===== config.mk =====
export PLATFORM = sky130hd
export DESIGN_NAME = seq_detect_param
export DESIGN_NICKNAME = d
export VERILOG_FILES = /design/src/rtl/seq_detect_pkg.sv /design/src/rtl/sat_counter.sv /design/src/rtl/seq_detect_param.sv
export SDC_FILE = /design/constraint.sdc
export NUM_CORES = 1
export LEC_CHECK = 0
export ABC_CLOCK_PERIOD_IN_PS = 2990
export BUFFER_PORTS_ARGS = -buffer_cell sky130_fd_sc_hd__buf_2
export CAP_MARGIN = 15
export CORE_MARGIN = 3
export CORE_UTILIZATION = 53
export DETAILED_ROUTE_END_ITERATION = 16
export PLACE_DENSITY = 0.76
export SETUP_SLACK_MARGIN = 0.1
export SLEW_MARGIN = 20
export SYNTH_ARGS = -nofsm -noshare
export SYNTH_HDL_FRONTEND = slang
export SYNTH_SLANG_ARGS = --single-unit

===== constraint.sdc =====
create_clock -name clk -period 2.99 [get_ports clk]
set_clock_uncertainty 0.15 [all_clocks]
set_input_delay 0 -clock clk [delete_from_list [all_inputs] [get_ports clk]]
set_output_delay 0 -clock clk [all_outputs]
set_load 0.05 [all_outputs]

===== src/rtl/seq_detect_pkg.sv =====
// Shared constants and helpers for the parametrised sequence detector.
package seq_detect_pkg;

  localparam int unsigned PAT_W_MAX    = 32;
  localparam logic [4:0]  PAT_INIT_DEF = 5'b10010;

  // Width needed to hold a fill count in the range 0..pat_w.
  function automatic int unsigned fill_w(input int unsigned pat_w);
    return $clog2(pat_w + 1);
  endfunction

endpackage


===== src/rtl/sat_counter.sv =====
// Saturating up-counter with synchronous clear; clear wins over increment.
module sat_counter #(
  parameter int unsigned CNT_W = 8
) (
  input  logic             clk,
  input  logic             rst,
  input  logic             clr,
  input  logic             inc,
  output logic [CNT_W-1:0] cnt,
  output logic             sat
);

  logic [CNT_W-1:0] cnt_nxt;

  // Next count: step by one unless already at all-ones.
  always_comb begin
    cnt_nxt = cnt;
    if (inc && !(&cnt)) begin
      cnt_nxt = cnt + CNT_W'(1);
    end
  end

  // Count and saturation flag registers; sat tracks the value being stored.
  always_ff @(posedge clk) begin
    if (rst || clr) begin
      cnt <= '0;
      sat <= 1'b0;
    end else begin
      cnt <= cnt_nxt;
      sat <= &cnt_nxt;
    end
  end

endmodule


===== src/rtl/seq_detect_param.sv =====
// Serial bit-pattern detector with run-time pattern reload, valid qualifier,
// selectable overlap behaviour and a saturating match counter.
module seq_detect_param
  import seq_detect_pkg::*;
#(
  parameter int unsigned      PAT_W    = 5,
  parameter logic [PAT_W-1:0] PAT_INIT = PAT_W'(PAT_INIT_DEF),
  parameter bit               OVERLAP  = 1'b1,
  parameter int unsigned      CNT_W    = 8
) (
  input  logic                       clk,
  input  logic                       rst,
  input  logic                       en,
  input  logic                       cin,
  input  logic                       cfg_load,
  input  logic [PAT_W-1:0]           cfg_pat,
  input  logic                       cnt_clr,
  output logic                       match,
  output logic [CNT_W-1:0]           match_cnt,
  output logic                       cnt_sat,
  output logic [fill_w(PAT_W)-1:0]   fill
);

  localparam int unsigned       FILL_W    = fill_w(PAT_W);
  localparam logic [FILL_W-1:0] FILL_FULL = FILL_W'(PAT_W);

  logic [PAT_W-1:0]  pat_q;
  logic [PAT_W-1:0]  sr_q;
  logic [PAT_W-1:0]  sr_nxt;
  logic [FILL_W-1:0] fill_inc;
  logic              accept;
  logic              hit;

  // Candidate shift/fill values for an accepted bit and the hit decision.
  always_comb begin
    accept   = en && !cfg_load;
    sr_nxt   = {sr_q[PAT_W-2:0], cin};
    fill_inc = (fill == FILL_FULL) ? fill : fill + FILL_W'(1);
    hit      = accept && (sr_nxt == pat_q) && (fill_inc == FILL_FULL);
  end

  // Pattern, shift register, fill level and match pulse.
  always_ff @(posedge clk) begin
    if (rst) begin
      pat_q <= PAT_INIT;
      sr_q  <= '0;
      fill  <= '0;
      match <= 1'b0;
    end else begin
      match <= hit;
      if (cfg_load) begin
        pat_q <= cfg_pat;
        sr_q  <= '0;
        fill  <= '0;
      end else if (en) begin
        sr_q <= sr_nxt;
        fill <= (hit && !OVERLAP) ? '0 : fill_inc;
      end
    end
  end

  sat_counter #(
    .CNT_W (CNT_W)
  ) u_match_cnt (
    .clk (clk),
    .rst (rst),
    .clr (cnt_clr),
    .inc (hit),
    .cnt (match_cnt),
    .sat (cnt_sat)
  );

endmodule


==> results.yml <==
logic_synthesis:
  ys_ff_latch: 22
  synth_top_area_share_pct: 37.0
  syn_inst: 129
  synth_cell_types: 37
  avgSynthCellArea_um2: 9.22
  synth.net_count: 143
  seq_area_frac_synth_pct: 37.0
  synth_area_um2: 1190
  yosys.area.top_type: "dfxtp_1"
  yosysWarningCount: 0
  yosys-top-cells-area: "dfxtp_1, mux2i_1, nor2_1"
clocking:
  clkSlewWorstSetupHoldPaths_ps: 110
  cts_buffers: 3
  clk_latency_ps: 290
  cts_tree: "yes"
  cts_buffer_depth: 2
  htree_num_levels: 1
  clock_sinks: 22
  cts_resized: 0
  cts-root-buf: "clkbuf_4"
place:
  place_hpwl_um: 1890
  io_buffer_count: 23
  place_congestion: 0.901
flow_run:
  cap_violations: 0
status:
  status: "complete, no violations"
sta:
  period_needed_ps: 2380
  slew_violations: 0
  period_share_pct: 79.6
  max_freq_mhz: 420
  finalSetupViolCount: 0
  hold_viol: 0
  rsz0062_at_grt: "no"
  holdWs_ps: 71.8
  relSlewSlack_pct: 71.5
  max_slew.worst_pin.slew_ps: 424
  tns_ps: 0
route:
  routed.top_layer: "met4"
  routed_wl_um: 2830
  drtPass1Iterations: 4
  drc: 0
  dr_wl_met3_um: 116
  wl_per_cell_um: 14.6
  vias: 1090
  antenna_left: 0
  vias_per_cell: 5.62
  drt-initial-drc-count: 23
  routed-wl-met2_um: 1510
  routedLengthMet1_um: 1170
setup_path:
  crit_top_cell: "or4_4"
  endpoint_kind: "flip-flop"
  crit_arrival_ps: 2470
  r2r.worst_path.cells: 5
  path_cells: "nand4bb_4 > or4_4 > or4_4 > or3_1 > a21oi_1"
  path_buf_inv: 0
  cp_slowest_cell: "or4_4"
  worst-path-stages: 5
  criticalPathCategory: "reg2reg"
  crit_family: "simple AND/OR/NAND/NOR gates"
  crit_required_ps: 3080
  worst_setup_path_start_kind: "flip-flop"
  max_stage_delay_ps: 570
  cp_max_fo: 5
final_layout:
  num-fill-cells: 174
  n_antenna_cell: 0
  final_nets: 183
  area_growth_pct: 24.4
  drive_above_1_share_pct: 23.4
die:
  start_util_pct: 58.3
  die-area_um2: 2850
  core_um2: 2040
  die_w_um: 53.4
  die_h_um: 53.4
  ios: 24
  num_rows: 16
min_path:
  hold_class: "in2reg"
  hold_depth: 3
global_route:
  antenna_found_initial: 0
  overflow: 0
  grt_pass1_vias: 1097
  grt_pass1_wl_um: 4980
  grt_max_degree: 12
  grt_usage_pct: 23.8
pwr:
  ir_drop_v: 0.000394
  cellLeakagePower_nw: 0.636
  power_mw: 0.509
  p_per_area_nw_per_um2: 344
worst register-to-register path, cell delays in order, from the launching register on:
cell	delay (ps)
dfxtp_1	360
nand4bb_4	240
or4_4	570
or4_4	550
or3_1	330
a21oi_1	140
power by group:
group / switching [mW] / leakage [nW] / total (mW) / internal, mW
logic: 0.0359 / 0.443 / 0.0753 / 0.0394
clock network: 0.0828 / 0.0138 / 0.130 / 0.0469
registers: 0.00525 / 0.179 / 0.304 / 0.299
worst paths after layout:
kind	from	endpoint	slack, ps
min reg2reg	flip-flop	flip-flop	400
max reg2reg	flip-flop	u_match_cnt.cnt[5]	610
max	flip-flop	u_match_cnt.cnt[5]	610
min	cfg_load	sr_q[0]	70
per-stage QoR:
| step | area (µm²) | utilization, % | worst slack [ps] | instances |
|---|---|---|---|---|
| 2_1_floorplan | 1190 | - | 407 | 129 |
| 3_3_place_gp | 1290 | 63.1 | 689 | 174 |
| 3_5_place_dp | 1290 | 63.1 | 637 | 174 |
| 4_1_cts | 1480 | 72.5 | 605 | 194 |
| 5_1_grt | 1480 | 72.5 | 536 | 194 |
| 6_report | 1480 | 72.5 | 609 | 194 |
sequential cells by signal, indices dropped and copies added (netlist names), named ones only:
name	flops
sr_q	4
u_match_cnt.cnt	8
match	1
u_match_cnt.sat	1
fill	1
pat_q	5
kinds of logic (layout without fill, tap and decap cells):
logic type,count (synthesis),in the layout,synth area share (%)
adder cells (fa/ha/maj),3,3,3.15
flip-flops,22,22,37.0
XOR/XNOR,9,9,6.62
AND/OR/NAND/NOR,55,55,26.7
buffers and inverters,9,47,5.89
multiplexers,9,9,7.57
AO/OA/AOI/OAI,22,22,13.0
Yosys cell counts:
| cell | count |
|---|---|
| o211a_1 | 1 |
| a41oi_1 | 1 |
| nor3_1 | 2 |
| nand4bb_4 | 1 |
| or2_2 | 2 |
| o31a_2 | 1 |
| a211o_2 | 2 |
| inv_1 | 3 |
| and3_1 | 5 |
| nor2b_1 | 1 |
| nand2_1 | 7 |
| nand3_1 | 6 |
| clkdlybuf4s25_2 | 1 |
| xor2_1 | 4 |
| nor2_1 | 17 |
| and4_1 | 1 |
| or4_4 | 2 |
| a211oi_1 | 2 |
| o21ai_0 | 2 |
| a31o_2 | 2 |
| clkbuf_1 | 1 |
| xnor2_1 | 5 |
| mux2i_1 | 9 |
| nor3b_1 | 1 |
| nand4_1 | 2 |
| dfxtp_1 | 22 |
| and2b_2 | 2 |
| or3_1 | 1 |
| a2111oi_0 | 1 |
| o211ai_1 | 1 |
| and2_0 | 1 |
| ha_1 | 3 |
| nor4_1 | 3 |
| a21boi_0 | 1 |
| buf_6 | 4 |
| and4b_1 | 1 |
| a21oi_1 | 8 |
cell type report:
class / count / area [µm²] / share of cell area [%]
Timing Repair Buffer: 41 / 293 / 19.8
Clock buffer: 3 / 22.5 / 1.52
Tap cell: 27 / 33.8 / 2.28
Sequential cell: 22 / 440 / 29.8
Multi-Input combinational cell: 98 / 679 / 45.9
Inverter: 3 / 11.3 / 0.761
layout by cell type (no fill, tap or decap), types with 2 or more instances in the layout:
cell type and n:
buf_2 23, dfxtp_1 22, nor2_1 17, dlygate4sd3_1 17, mux2i_1 9, a21oi_1 8, nand2_1 7, nand3_1 6
xnor2_1 5, and3_1 5, xor2_1 4, inv_1 3, nor4_1 3, ha_1 3, clkbuf_4 3, a31o_2 2
or2_2 2, or4_4 2, a211oi_1 2, and2b_2 2, a211o_2 2, nor3_1 2, nand4_1 2, o21ai_0 2
what timing repair did:
item,in CTS,in global routing
endpoints found under the hold margin,19,0
setup buffers,0,0
hold buffers,17,0
setup endpoints to repair,0,0
layer usage:
layer / up-vias / global-route usage (%)
li1: 545 / -
met3: 4 / 3.38
met2: 31 / 44.5
met5: - / 0
met1: 510 / 27.8
met4: 0 / 5.96
Note: power is estimated with default switching activity, not from simulation.
